[src/rtl/hf_cmd_rx_pkg.sv]
// rtl/hf_cmd_rx_pkg.sv - shared FPGA command codes, reset word and receiver state type
package hf_cmd_rx_pkg;

   // Command codes carried in frame bits [15:12]; shared with the ARM-side headers.
   localparam logic [3:0] FPGA_CMD_SET_CONFREG  = 4'h1;
   localparam logic [3:0] FPGA_CMD_TRACE_ENABLE = 4'h2;

   // Major mode that leaves the coil and SSP pins undriven.
   localparam logic [2:0] FPGA_MAJOR_MODE_OFF   = 3'd7;

   // Configuration word after reset: major mode OFF, everything else zero.
   localparam logic [8:0] FPGA_CONF_WORD_RESET  = 9'h1C0;

   typedef enum logic [2:0] {
      ST_IDLE,
      ST_SHIFT,
      ST_DECODE,
      ST_QUIET,
      ST_APPLY
   } rx_state_t;

   // A quiet gap is only needed when handing over between two real (non-OFF) modes.
   function automatic logic needs_quiet(input logic [2:0] old_mode, input logic [2:0] new_mode);
      return (old_mode != new_mode) &&
             (old_mode != FPGA_MAJOR_MODE_OFF) &&
             (new_mode != FPGA_MAJOR_MODE_OFF);
   endfunction

endpackage

[src/rtl/hf_cmd_rx_sync_edge.sv]
// rtl/hf_cmd_rx_sync_edge.sv - multi-stage synchroniser with rise/fall detect
module hf_cmd_rx_sync_edge #(
   parameter int STAGES = 2
) (
   input  logic clk,
   input  logic d,
   output logic q,
   output logic rise,
   output logic fall
);

   logic [STAGES-1:0] chain;
   logic              prev;

   // Synchroniser chain plus one delayed copy for edge detection; deliberately not reset.
   always_ff @(posedge clk) begin
      chain <= {chain[STAGES-2:0], d};
      prev  <= chain[STAGES-1];
   end

   assign q    = chain[STAGES-1];
   assign rise = q & ~prev;
   assign fall = ~q & prev;

endmodule

[src/rtl/hf_cmd_rx.sv]
// rtl/hf_cmd_rx.sv - SPI command frame receiver and HF configuration register
module hf_cmd_rx
   import hf_cmd_rx_pkg::*;
#(
   parameter int SYNC_STAGES  = 2,
   parameter int QUIET_CYCLES = 16,
   parameter int FRAME_BITS   = 16
) (
   input  logic       ck_1356meg,
   input  logic       reset,
   input  logic       spck,
   input  logic       mosi,
   input  logic       ncs,
   output logic [8:0] conf_word,
   output logic [2:0] major_mode,
   output logic [3:0] minor_mode,
   output logic [1:0] subcarrier_frequency,
   output logic       trace_enable,
   output logic       cfg_strobe,
   output logic       frame_err,
   output logic       busy
);

   localparam int QW = (QUIET_CYCLES > 1) ? $clog2(QUIET_CYCLES) : 1;

   rx_state_t state, next_state;

   logic spck_q, spck_rise, spck_fall;
   logic ncs_q, ncs_rise, ncs_fall;
   logic mosi_q, mosi_rise, mosi_fall;
   logic unused_edges;

   logic [15:0]   shift_reg;
   logic [4:0]    count;
   logic          in_frame;
   logic          pending;
   logic [QW-1:0] qcnt;

   logic accept_fall, reject_fall, frame_end, done_now;
   logic in_frame_next, pending_next, busy_next;
   logic is_conf, is_trace, frame_ok;
   logic consume, commit_conf, commit_trace, enter_quiet, apply_now, decode_err;

   hf_cmd_rx_sync_edge #(.STAGES(SYNC_STAGES)) u_sync_spck (
      .clk(ck_1356meg), .d(spck), .q(spck_q), .rise(spck_rise), .fall(spck_fall)
   );

   hf_cmd_rx_sync_edge #(.STAGES(SYNC_STAGES)) u_sync_ncs (
      .clk(ck_1356meg), .d(ncs), .q(ncs_q), .rise(ncs_rise), .fall(ncs_fall)
   );

   hf_cmd_rx_sync_edge #(.STAGES(SYNC_STAGES)) u_sync_mosi (
      .clk(ck_1356meg), .d(mosi), .q(mosi_q), .rise(mosi_rise), .fall(mosi_fall)
   );

   // Only spck rising edges and both ncs edges carry meaning.
   assign unused_edges = ^{spck_q, spck_fall, mosi_rise, mosi_fall};

   // Capture runs independently of the FSM so a frame can arrive during a quiet gap.
   // A new frame is refused only while a completed frame is still waiting for decode.
   assign accept_fall   = ncs_fall & ~pending;
   assign reject_fall   = ncs_fall & pending;
   assign frame_end     = ncs_rise & in_frame;
   assign done_now      = pending | frame_end;
   assign in_frame_next = (in_frame | accept_fall) & ~frame_end;
   assign pending_next  = (pending | frame_end) & ~consume;

   assign is_conf  = (shift_reg[15:12] == FPGA_CMD_SET_CONFREG);
   assign is_trace = (shift_reg[15:12] == FPGA_CMD_TRACE_ENABLE);
   assign frame_ok = (count == 5'(FRAME_BITS)) && (is_conf || is_trace);

   assign busy_next = (next_state == ST_SHIFT) || (next_state == ST_DECODE) ||
                      (next_state == ST_QUIET) || in_frame_next || pending_next;

   assign minor_mode           = conf_word[3:0];
   assign subcarrier_frequency = conf_word[5:4];

   // FSM state register.
   always_ff @(posedge ck_1356meg) begin
      if (reset) state <= ST_IDLE;
      else       state <= next_state;
   end

   // Next-state decode and one-cycle control strobes for the datapath.
   always_comb begin
      next_state   = state;
      consume      = 1'b0;
      commit_conf  = 1'b0;
      commit_trace = 1'b0;
      enter_quiet  = 1'b0;
      apply_now    = 1'b0;
      decode_err   = 1'b0;
      case (state)
         ST_IDLE: begin
            if (done_now) begin
               next_state = ST_DECODE;
               consume    = 1'b1;
            end else if (in_frame || accept_fall) begin
               next_state = ST_SHIFT;
            end
         end
         ST_SHIFT: begin
            if (done_now) begin
               next_state = ST_DECODE;
               consume    = 1'b1;
            end
         end
         ST_DECODE: begin
            if (!frame_ok) begin
               decode_err = 1'b1;
               next_state = ST_IDLE;
            end else if (is_conf) begin
               commit_conf = 1'b1;
               if (needs_quiet(conf_word[8:6], shift_reg[8:6])) begin
                  enter_quiet = 1'b1;
                  next_state  = ST_QUIET;
               end else begin
                  apply_now  = 1'b1;
                  next_state = ST_APPLY;
               end
            end else begin
               commit_trace = 1'b1;
               apply_now    = 1'b1;
               next_state   = ST_APPLY;
            end
         end
         ST_QUIET: begin
            if (qcnt == QW'(QUIET_CYCLES - 1)) begin
               apply_now  = 1'b1;
               next_state = ST_APPLY;
            end
         end
         ST_APPLY: begin
            if (done_now) begin
               next_state = ST_DECODE;
               consume    = 1'b1;
            end else if (in_frame || accept_fall) begin
               next_state = ST_SHIFT;
            end else begin
               next_state = ST_IDLE;
            end
         end
         default: next_state = ST_IDLE;
      endcase
   end

   // Frame capture: shift register, saturating bit counter, in-frame and pending flags.
   always_ff @(posedge ck_1356meg) begin
      if (reset) begin
         shift_reg <= '0;
         count     <= '0;
         in_frame  <= 1'b0;
         pending   <= 1'b0;
      end else begin
         if (accept_fall) begin
            shift_reg <= '0;
            count     <= '0;
         end else if (in_frame && spck_rise && !ncs_q) begin
            shift_reg <= {shift_reg[14:0], mosi_q};
            if (count != 5'd31) count <= count + 5'd1;
         end
         in_frame <= in_frame_next;
         pending  <= pending_next;
      end
   end

   // Committed configuration, effective major mode, quiet timer and status pulses.
   always_ff @(posedge ck_1356meg) begin
      if (reset) begin
         conf_word    <= FPGA_CONF_WORD_RESET;
         major_mode   <= FPGA_MAJOR_MODE_OFF;
         trace_enable <= 1'b0;
         cfg_strobe   <= 1'b0;
         frame_err    <= 1'b0;
         busy         <= 1'b0;
         qcnt         <= '0;
      end else begin
         cfg_strobe <= apply_now;
         frame_err  <= decode_err | reject_fall;
         busy       <= busy_next;
         if (commit_conf)  conf_word    <= shift_reg[8:0];
         if (commit_trace) trace_enable <= shift_reg[0];
         if (enter_quiet) begin
            major_mode <= FPGA_MAJOR_MODE_OFF;
         end else if (apply_now) begin
            major_mode <= commit_conf ? shift_reg[8:6] : conf_word[8:6];
         end
         if (enter_quiet)             qcnt <= '0;
         else if (state == ST_QUIET)  qcnt <= qcnt + QW'(1);
      end
   end

endmodule

[config.mk]
export PLATFORM = sky130hd
export DESIGN_NAME = hf_cmd_rx
export DESIGN_NICKNAME = d
export VERILOG_FILES = /design/src/rtl/hf_cmd_rx_pkg.sv /design/src/rtl/hf_cmd_rx_sync_edge.sv /design/src/rtl/hf_cmd_rx.sv
export SDC_FILE = /design/constraint.sdc
export NUM_CORES = 1
export LEC_CHECK = 0
export ABC_AREA = 1
export CAP_MARGIN = 20
export CORE_ASPECT_RATIO = 1.75
export CORE_MARGIN = 1.5
export CORE_UTILIZATION = 58
export DETAILED_ROUTE_END_ITERATION = 16
export GPL_ROUTABILITY_DRIVEN = 0
export PLACE_DENSITY = 0.83
export SETUP_SLACK_MARGIN = 0.5
export SYNTH_ARGS = -nofsm -noshare
export SYNTH_HDL_FRONTEND = slang
export SYNTH_SLANG_ARGS = --single-unit
export TNS_END_PERCENT = 30
[constraint.sdc]
create_clock -name ck_1356meg -period 2.9 [get_ports ck_1356meg]
set_input_delay 0.58 -clock ck_1356meg [delete_from_list [all_inputs] [get_ports ck_1356meg]]
set_output_delay 0.58 -clock ck_1356meg [all_outputs]
set_load 0.01 [all_outputs]
==> impl_results.md, run 1 <==
- Outcome: finished clean
- H-Tree Depth: 2
- Most frequent cell after synthesis: dfxtp_1
- Yosys top cell area share: 50.1%
- Xor/xnor share of the synthesized area: 1.22%
- WL/cell: 11.1 µm
- Nets: 309
- Starting Density: 60.1%
- Seq/Total Area, Yosys: 50.1%
- Iter 0 DRT Violations: 47
- Share of cells above drive strength 1: 8.31%
- Vias: 1747
- Post-synth EDFFs: 0
- Input/output buffers: 26
- Worst Max-Slew Pin Slew: 0.430 ns
- Number of flip-flops in the largest register: 16
- Average size of a mapped cell: 7.80 µm²
- Synth Cell Area: 2160 µm²
- ANT cells: 0
- TritonCTS clock tree: built
- Post-Synth Simple-Gate Area: 25.2%
- DRC violations left: 0
- Pwr dens: 510 nW/µm²
- Seq cells post-synth: 54
- Crit-path slowest cell: clkdlybuf4s50_1
- Final TNS setup: 0 ns
- Crit. End Element: primary output
- RSZ-0062 raised after global routing: no
- Synth Area in Compound Gates: 12.3%
- Delay-heaviest family, CP: buffers and inverters
- Tot GR Track Use: 21.2%
- CP max stage delay: 0.57 ns
- Buffers and inverters on the worst path: 1
- Crit path kind: flop to primary output
- Fin crit share: 65.0%
- DIE HEIGHT: 83.7 µm
- DP HPWL: 2940 µm
- Die area: 4110 µm²
- Final Critical Period: 1.89 ns
- ANT nets after route: 0
- CP arrival: 1.31 ns
- Global-route wire length before repair: 6840 µm
- Synth Flop Type: dfxtp_1
- Hold_ws: 0.329 ns
- Syn. warnings: 0
- Largest net degree at the start of global routing: 25
- Routed vias/inst: 5.03
- Root buf cell: clkbuf_8
- Hold WC Path Type: flop to flop
- Multiplexer share of the synthesized area: 0%
- CP startpoint kind: flop
- Final setup vio count: 0
- Fraction of the mapped netlist area in adder cells: 2.32%
- Cell variety after synth: 27
- Syn Inst Count: 277
- Post_cts resized: 0
- Filler cells: 306
- Hold Fails Final Rpt: 0
- Final WL: 3850 µm
- FFs w/ async S/R, synth: 0%
- Synth top area cells: dfxtp_1 (50%), nor2_1 (7.5%), nand2_1 (7.1%), o21ai_0 (6.0%), inv_1 (5.0%)
- Slew Viols, Final: 0
- Sink Count: 54
- Cts bufs inserted: 5
- Footprint of the multi-input gates: 886 µm²
- Peak supply drop: 0.000553 V
- Grt ovf: 0
- Clock Latency Late Sink: 0.30 ns
- Number of global-route vias before repair: 1691
- Cts hold-fix bufs: 0
- Initial antenna violation count: 0
- Router iterations before antenna repair: 4
- Cell taking the most area after synthesis: dfxtp_1
- Area growth, synth to finish: 16.8%
- Crit path max fanout: 4
- Core area: 3590 µm²
- Synthesized Nets: 286
- Placement row count: 29
- CP cell instances: clkdlybuf4s50_1
- I/O pin count: 27
- Max-slew headroom: 71.3%
- Leakage: 0.00106 µW
- Clk slew on worst S/H paths: 0.09 ns
- Die width: 49.1 µm
- Largest family of logic cells by synthesized area: simple AND/OR/NAND/NOR gates
- Post-CTS Setup Inserts: 0
- Max Cap Violations: 0
- Worst Skew: 0.00664 ns
- Clk buf depth: 2
- Register area: 1080 µm²
- Top cells by count, synth: dfxtp_1 (54), nor2_1 (43), nand2_1 (41), inv_1 (29), o21ai_0 (26)
- Fmax: 530 MHz
- Req. time, crit path: 2.32 ns
-- placed cells by master (no fill, tap or decap) --
| cell type | instances |
|---|---|
| nor2_4 | 1 |
| nor2_2 | 3 |
| inv_2 | 2 |
| a31oi_1 | 1 |
| nor3_1 | 3 |
| o21bai_1 | 1 |
| nand3_1 | 19 |
| nand3_2 | 2 |
| clkbuf_8 | 8 |
| dfxtp_1 | 54 |
| nor2_1 | 43 |
| or2_2 | 2 |
| ha_1 | 4 |
| inv_1 | 29 |
| a21oi_1 | 19 |
| clkdlybuf4s50_1 | 26 |
| or2_1 | 3 |
| o21ai_0 | 26 |
| xor2_1 | 2 |
| o21ai_2 | 3 |
| nand2_1 | 41 |
| nand4_1 | 3 |
| buf_4 | 1 |
| xnor2_1 | 1 |
| clkinv_1 | 1 |
| nand2_2 | 3 |
-- where the power goes --
| group | switching [µW] | internal [µW] | total (µW) |
|---|---|---|---|
| Sequential | 8.10 | 755 | 763 |
| Combinational | 33.0 | 23.0 | 56.0 |
| Clock | 227 | 241 | 468 |
-- layer usage --
layer | up-vias | track usage, % | share of wire, %
li1 | 926 | - | -
met5 | - | 0 | 0
met3 | 9 | 5.20 | 2.4
met2 | 18 | 38.9 | 55
met1 | 794 | 20.6 | 40
met4 | 0 | 11.9 | 2.7
-- metrics by stage --
step | area (µm²) | setup slack (ns) | instances | util (%) | power (µW)
final | 2520 | 1.01 | 347 | 70.2 | 1290
after global routing | 2520 | 0.879 | 347 | 70.2 | 1340
after CTS | 2520 | 1.00 | 347 | 70.2 | 1300
after detailed placement | 2410 | 0.733 | 339 | 67.2 | 836
after global placement | 2410 | 0.829 | 339 | 67.2 | 834
after floorplan | 2160 | 1.51 | 277 | - | 818
-- cell type report --
class / count / area share (%)
Timing Repair Buffer: 27 / 10.6
Sequential cell: 54 / 42.9
Clock buffer: 8 / 4.37
Multi-Input combinational cell: 180 / 35.1
Tap cell: 46 / 2.28
Inverter: 32 / 4.76
-- path summary, 6_finish.rpt --
kind	from	slack (ns)	endpoint	depth (start not counted)
worst max register to register	count[0]	1.16	conf_word[8]	10
worst min-delay path	u_sync_ncs.chain[0]	0.33	u_sync_ncs.chain[1]	0
worst max-delay path	conf_word[8]	1.01	conf_word[8]	1
worst min register to register	u_sync_ncs.chain[0]	0.33	u_sync_ncs.chain[1]	0
-- cell families after synthesis --
family | count (synthesis)
flip-flops | 54
adder cells (fa/ha/maj) | 4
AND/OR/NAND/NOR | 123
XOR/XNOR | 3
buffers and inverters | 43
AO/OA/AOI/OAI | 50
Note: power is estimated with default switching activity, not from simulation.
==> run 2, diff against run 1 <==
--- a/config.mk
+++ b/config.mk
@@ -9,10 +9,10 @@
 export CAP_MARGIN = 20
 export CORE_ASPECT_RATIO = 1.75
 export CORE_MARGIN = 1.5
-export CORE_UTILIZATION = 58
+export CORE_UTILIZATION = 49
 export DETAILED_ROUTE_END_ITERATION = 16
 export GPL_ROUTABILITY_DRIVEN = 0
-export PLACE_DENSITY = 0.83
+export PLACE_DENSITY = 0.75
 export SETUP_SLACK_MARGIN = 0.5
 export SYNTH_ARGS = -nofsm -noshare
 export SYNTH_HDL_FRONTEND = slang
==> constraint.sdc (replaced) <==
create_clock -name ck_1356meg -period 1.55 [get_ports ck_1356meg]
set_input_delay 0.31 -clock ck_1356meg [delete_from_list [all_inputs] [get_ports ck_1356meg]]
set_output_delay 0.31 -clock ck_1356meg [all_outputs]
set_load 0.01 [all_outputs]
==> run 2 against run 1 <==
Against the previous run: die area is 17% higher; via count up 8.0%; flip-flop and latch count is the same; critical path type is now flop to flop; sequential share of layout area fell by 5.9 points; combinational power grew to 3.0 times the previous value; non-clock buffer count is 22 higher; wire length increased by 27%; critical path depth is 8 higher.
==> impl_results.md, run 2 (synthesized netlist as in run 1, its figures left out) <==
- Worst Max-Slew Pin Slew: 0.262 ns
- Initial antenna violation count: 0
- FF-to-FF End: conf_word[6]
- Crit path kind: flop to flop
- Clock Latency Late Sink: 0.31 ns
- Peak supply drop: 0.000894 V
- Filler cells: 311
- DRC violations left: 0
- Global-route wire length before repair: 7360 µm
- Hold Crit Depth: 0
- DP HPWL: 2940 µm
- Hold Crit Start: u_sync_ncs.chain[0]
- Sink Count: 54
- I/O pin count: 27
- Iter 0 DRT Violations: 38
- CP cell instances: inv_2, ha_4, nand2_4, nor2_4, nand2_2, nor2_4, buf_6, o21ai_2, or2_1
- Final TNS setup: 0 ns
- Die width: 53.2 µm
- H-Tree Depth: 2
- ANT nets after route: 0
- Starting Density: 51.6%
- Slew Viols, Final: 0
- Cts bufs inserted: 5
- Fin crit share: 96.1%
- Routed vias/inst: 5.05
- Core area: 4190 µm²
- Hold Fails Final Rpt: 0
- Most frequent cells in the layout: nand2_1 (36), nor2_1 (33), buf_6 (30)
- Sw Pwr: 561 µW
- Share of cells above drive strength 1: 46.8%
- Pwr dens: 787 nW/µm²
- ANT cells: 0
- Buffers and inverters on the worst path: 2
- Req. time, crit path: 1.76 ns
- Reg2reg start: count[0]
- Delay-heaviest family, CP: simple AND/OR/NAND/NOR gates
- Max-slew headroom: 82.5%
- Hold EP: u_sync_ncs.chain[1]
- WL/cell: 13.1 µm
- Root buf cell: clkbuf_8
- P_int: 1840 µW
- Tot GR Track Use: 19.7%
- Sequential power share: 59.4%
- Final WL: 4880 µm
- Crit-path slowest cell: dfxtp_2
- Number of global-route vias before repair: 1752
- Fmax: 671 MHz
- R2R Setup Slk: 0.06 ns
- Reg2Reg Depth: 9
- CP startpoint kind: flop
- Clock network power share: 33.6%
- DIE HEIGHT: 90.8 µm
- Commonest non-fill, non-tap cell in the layout: nand2_1
- Clk slew on worst S/H paths: 0.10 ns
- Router iterations before antenna repair: 4
- Leakage: 0.00125 µW
- Worst Skew: 0.0124 ns
- Input/output buffers: 26
- Hold_ws: 0.328 ns
- Final setup vio count: 0
- Placement row count: 31
- Crit. End Element: flop
- Die area: 4830 µm²
- Largest net degree at the start of global routing: 20
- Number of flip-flops in the largest register: 16
- Hold WC Path Type: flop to flop
- Logic pwr share: 7.0%
- Cts hold-fix bufs: 0
- Grt ovf: 0
- Nets: 333
- Crit path max fanout: 4
- Outcome: finished clean
- Most common cell on crit path: nor2_4
- RSZ-0062 raised after global routing: yes
- Vias: 1887
- Sw Share: 23.4%
- Area growth, synth to finish: 41.4%
- CP arrival: 1.70 ns
- Clk buf depth: 2
- TritonCTS clock tree: built
- Max Cap Violations: 0
- CP max stage delay: 0.35 ns
- Final Critical Period: 1.49 ns
==> run 2: changes by cell type in the layout (fill, tap and decap cells not counted), moves of 6 or more <==
| cell | before | now |
|---|---|---|
| inv_2 | 2 | 8 |
| dfxtp_4 | 0 | 6 |
| buf_4 | 1 | 13 |
| clkdlybuf4s50_1 | 26 | 3 |
| o21ai_0 | 26 | 9 |
| dfxtp_2 | 0 | 20 |
| o21ai_2 | 3 | 19 |
| dfxtp_1 | 54 | 28 |
| inv_1 | 29 | 18 |
| nor2_1 | 43 | 33 |
| buf_6 | 0 | 30 |
==> run 2: metrics by stage <==
stage               total power [µW]  utilization (%)  instance area, µm²  cells  worst slack [ns]
detailed placement              1570             59.2                2480    349           -0.0887
global route                    2490             72.9                3050    374           -0.0404
CTS                             2360             65.0                2720    363            0.0467
finish                          2400             72.9                3050    374            0.0605
global placement                1570             59.2                2480    349           -0.0563
floorplan                       1530                -                2170    277             0.198
==> run 2: area by class of cell <==
type	count	area, µm²	share of cell area (%)
clock buffer	6	82.6	2.70
timing repair inverter	2	15.0	0.492
clock inverter	2	12.5	0.410
inverter	32	138	4.51
sequential	54	1130	37.0
timing repair buffer	49	492	16.1
multi-input combinational	180	1120	36.8
tap	49	61.3	2.01
==> run 2: power by group through the flow <==
| stage | Sequential [µW] | Clock, µW | Combinational, µW |
|---|---|---|---|
| after floorplan | 1460 | 0 | 71.9 |
| after global placement | 1460 | 0 | 109 |
| after detailed placement | 1460 | 0 | 111 |
| after CTS | 1430 | 816 | 119 |
| after global routing | 1430 | 877 | 185 |
| final | 1430 | 807 | 168 |
==> run 2: worst max-delay path by stage <==
stage	cells past startpoint	slack [ns]	end	from
floorplan	10	0.20	conf_word[8]	count[1]
global placement	6	-0.06	count[3]	reset
detailed placement	6	-0.09	shift_reg[8]	reset
CTS	1	0.05	conf_word[3]	conf_word[3]
global route	10	-0.04	conf_word[8]	count[1]
finish	9	0.06	conf_word[6]	count[0]
==> run 2: repair_timing <==
item | 4_1_cts | 5_1_grt
buffers inserted | 6 | 8
pin swaps | 12 | 28
gates cloned | 0 | 3
gates resized for setup | 74 | 151
setup endpoints to repair | 66 | 66
==> run 2: per-layer routing <==
| metal | up-vias | track usage [%] | routed length [µm] |
|---|---|---|---|
| met5 | - | 0 | 0 |
| met4 | 0 | 6.41 | 63 |
| met3 | 6 | 3.48 | 86 |
| met2 | 18 | 36.5 | 2840 |
| met1 | 885 | 21.2 | 1890 |
| li1 | 978 | - | - |
==> run 3, diff against run 2 <==
--- a/config.mk
+++ b/config.mk
@@ -13,6 +13,7 @@
 export DETAILED_ROUTE_END_ITERATION = 16
 export GPL_ROUTABILITY_DRIVEN = 0
 export PLACE_DENSITY = 0.75
+export REMOVE_ABC_BUFFERS = 1
 export SETUP_SLACK_MARGIN = 0.5
 export SYNTH_ARGS = -nofsm -noshare
 export SYNTH_HDL_FRONTEND = slang
==> run 3 against run 2 <==
Against the previous run: maximum frequency shrank 0.17%; cell count shrank 0.53%; final area shrank 1.9%; worst setup slack lost 0.0025 ns; clock-buffer cell count shrank 1; total power grew 0.45%; critical endpoint unchanged; highest routed layer unchanged.
==> impl_results.md, run 3 (synthesized netlist as in run 1, its figures left out) <==
- Outcome: finished clean
- ANT nets after route: 0
- Die area: 4830 µm²
- Number of global-route vias before repair: 1754
- Sw Share: 24.8%
- Router iterations before antenna repair: 4
- Leakage: 0.00124 µW
- Hold Fails Final Rpt: 0
- Grt ovf: 0
- Clk buf depth: 2
- Initial antenna violation count: 0
- ANT cells: 0
- Hold EP: u_sync_mosi.chain[1]
- H-Tree Depth: 2
- Routed vias/inst: 5.11
- DRC violations left: 0
- Die width: 53.2 µm
- Total power: 2410 µW
- Max-slew headroom: 83.8%
- Hold Crit Start: u_sync_mosi.chain[0]
- TritonCTS clock tree: built
- WL/cell: 13.4 µm
- Clock Latency Late Sink: 0.31 ns
- Max Cap Violations: 0
- Root buf cell: clkbuf_8
- Cts bufs inserted: 5
- Placement row count: 31
- Crit path kind: flop to flop
- Hold Crit Depth: 0
- Starting Density: 51.6%
- Pwr dens: 806 nW/µm²
- Input/output buffers: 26
- Most frequent cells in the layout: dfxtp_1 (39), nand2_1 (37), nor2_1 (28)
- Clk slew on worst S/H paths: 0.11 ns
- Cts hold-fix bufs: 0
- Sequential power share: 59.3%
- Crit-path slowest cell: dfxtp_4
- Sw Pwr: 599 µW
- CP cell instances: inv_4, ha_4, nand2_4, nor2_4, nand2_2, nor2_4, buf_6, o21ai_2, or2_1
- Fmax: 670 MHz
- Reg2reg start: count[0]
- RSZ-0062 raised after global routing: yes
- Buffers and inverters on the worst path: 2
- CP max stage delay: 0.38 ns
- Vias: 1902
- Worst Skew: 0.00974 ns
- Clock network power share: 33.7%
- Final TNS setup: 0 ns
- Most common cell on crit path: nor2_4
- Fin crit share: 96.3%
- CP startpoint kind: flop
- Peak supply drop: 0.000746 V
- Final setup vio count: 0
- Largest net degree at the start of global routing: 20
- P_int: 1810 µW
- Nets: 331
- Crit. End Element: flop
- Worst Max-Slew Pin Slew: 0.242 ns
- Core area: 4190 µm²
- Hold WC Path Type: flop to flop
- Slew Viols, Final: 0
- Area growth, synth to finish: 38.6%
- Hold_ws: 0.335 ns
- Logic pwr share: 7.0%
- Commonest non-fill, non-tap cell in the layout: dfxtp_1
- Iter 0 DRT Violations: 37
- Final Critical Period: 1.49 ns
- Filler cells: 322
- DP HPWL: 3120 µm
- Tot GR Track Use: 20.9%
- Req. time, crit path: 1.76 ns
- Reg2Reg Depth: 9
- Delay-heaviest family, CP: simple AND/OR/NAND/NOR gates
- CP arrival: 1.70 ns
- FF-to-FF End: conf_word[6]
- Global-route wire length before repair: 7680 µm
- Final WL: 4980 µm
- I/O pin count: 27
- DIE HEIGHT: 90.8 µm
- Crit path max fanout: 4
- Share of cells above drive strength 1: 39.0%
- Number of flip-flops in the largest register: 16
- Sink Count: 54
- R2R Setup Slk: 0.06 ns
## run 3: area by class of cell
| type | instances | area (µm²) | area share [%] |
|---|---|---|---|
| Inverter | 32 | 131 | 4.39 |
| Clock inverter | 3 | 26.3 | 0.878 |
| Timing Repair inverter | 2 | 15.0 | 0.501 |
| Sequential cell | 54 | 1110 | 37.1 |
| Timing Repair Buffer | 47 | 473 | 15.8 |
| Multi-Input combinational cell | 180 | 1110 | 37.0 |
| Clock buffer | 5 | 68.8 | 2.30 |
| Tap cell | 49 | 61.3 | 2.05 |
## run 3: worst max path at each step
stage / start / end / slack (ns) / cells past startpoint
CTS: count[0] / count[2] / 0.06 / 9
global route: count[0] / conf_word[7] / -0.02 / 9
global placement: reset / shift_reg[12] / -0.05 / 6
floorplan: count[0] / conf_word[8] / 0.03 / 10
finish: count[0] / conf_word[6] / 0.06 / 9
detailed placement: reset / count[3] / -0.1 / 6
## run 3: stage by stage
step,worst slack (ns),area (µm²),utilization [%],instances
2_1_floorplan,0.0337,2090,-,266
3_3_place_gp,-0.0510,2490,59.5,352
3_5_place_dp,-0.0959,2490,59.5,352
4_1_cts,0.0631,2650,63.4,363
5_1_grt,-0.0241,2990,71.5,372
6_report,0.0580,2990,71.5,372
## run 3: power by group through the flow
stage / clock (µW) / combinational (µW) / sequential [µW]
detailed placement: 0 / 115 / 1460
global route: 891 / 184 / 1440
finish: 813 / 168 / 1430
floorplan: 0 / 66.6 / 1460
CTS: 836 / 119 / 1430
global placement: 0 / 114 / 1460
## run 3: per-layer routing
layer | vias up | share of wire [%] | track usage, %
met4 | 0 | 2.1 | 7.05
met5 | - | 0 | 0
met1 | 882 | 39 | 23.0
li1 | 974 | - | -
met2 | 37 | 57 | 38.2
met3 | 9 | 2.6 | 3.48
## run 3: timing repair
action                                  in CTS  in global routing
setup buffers                                3                  7
endpoints found under the setup margin      66                 67
pin swaps                                    6                 26
gates cloned                                 0                  2
resized for setup                           62                154
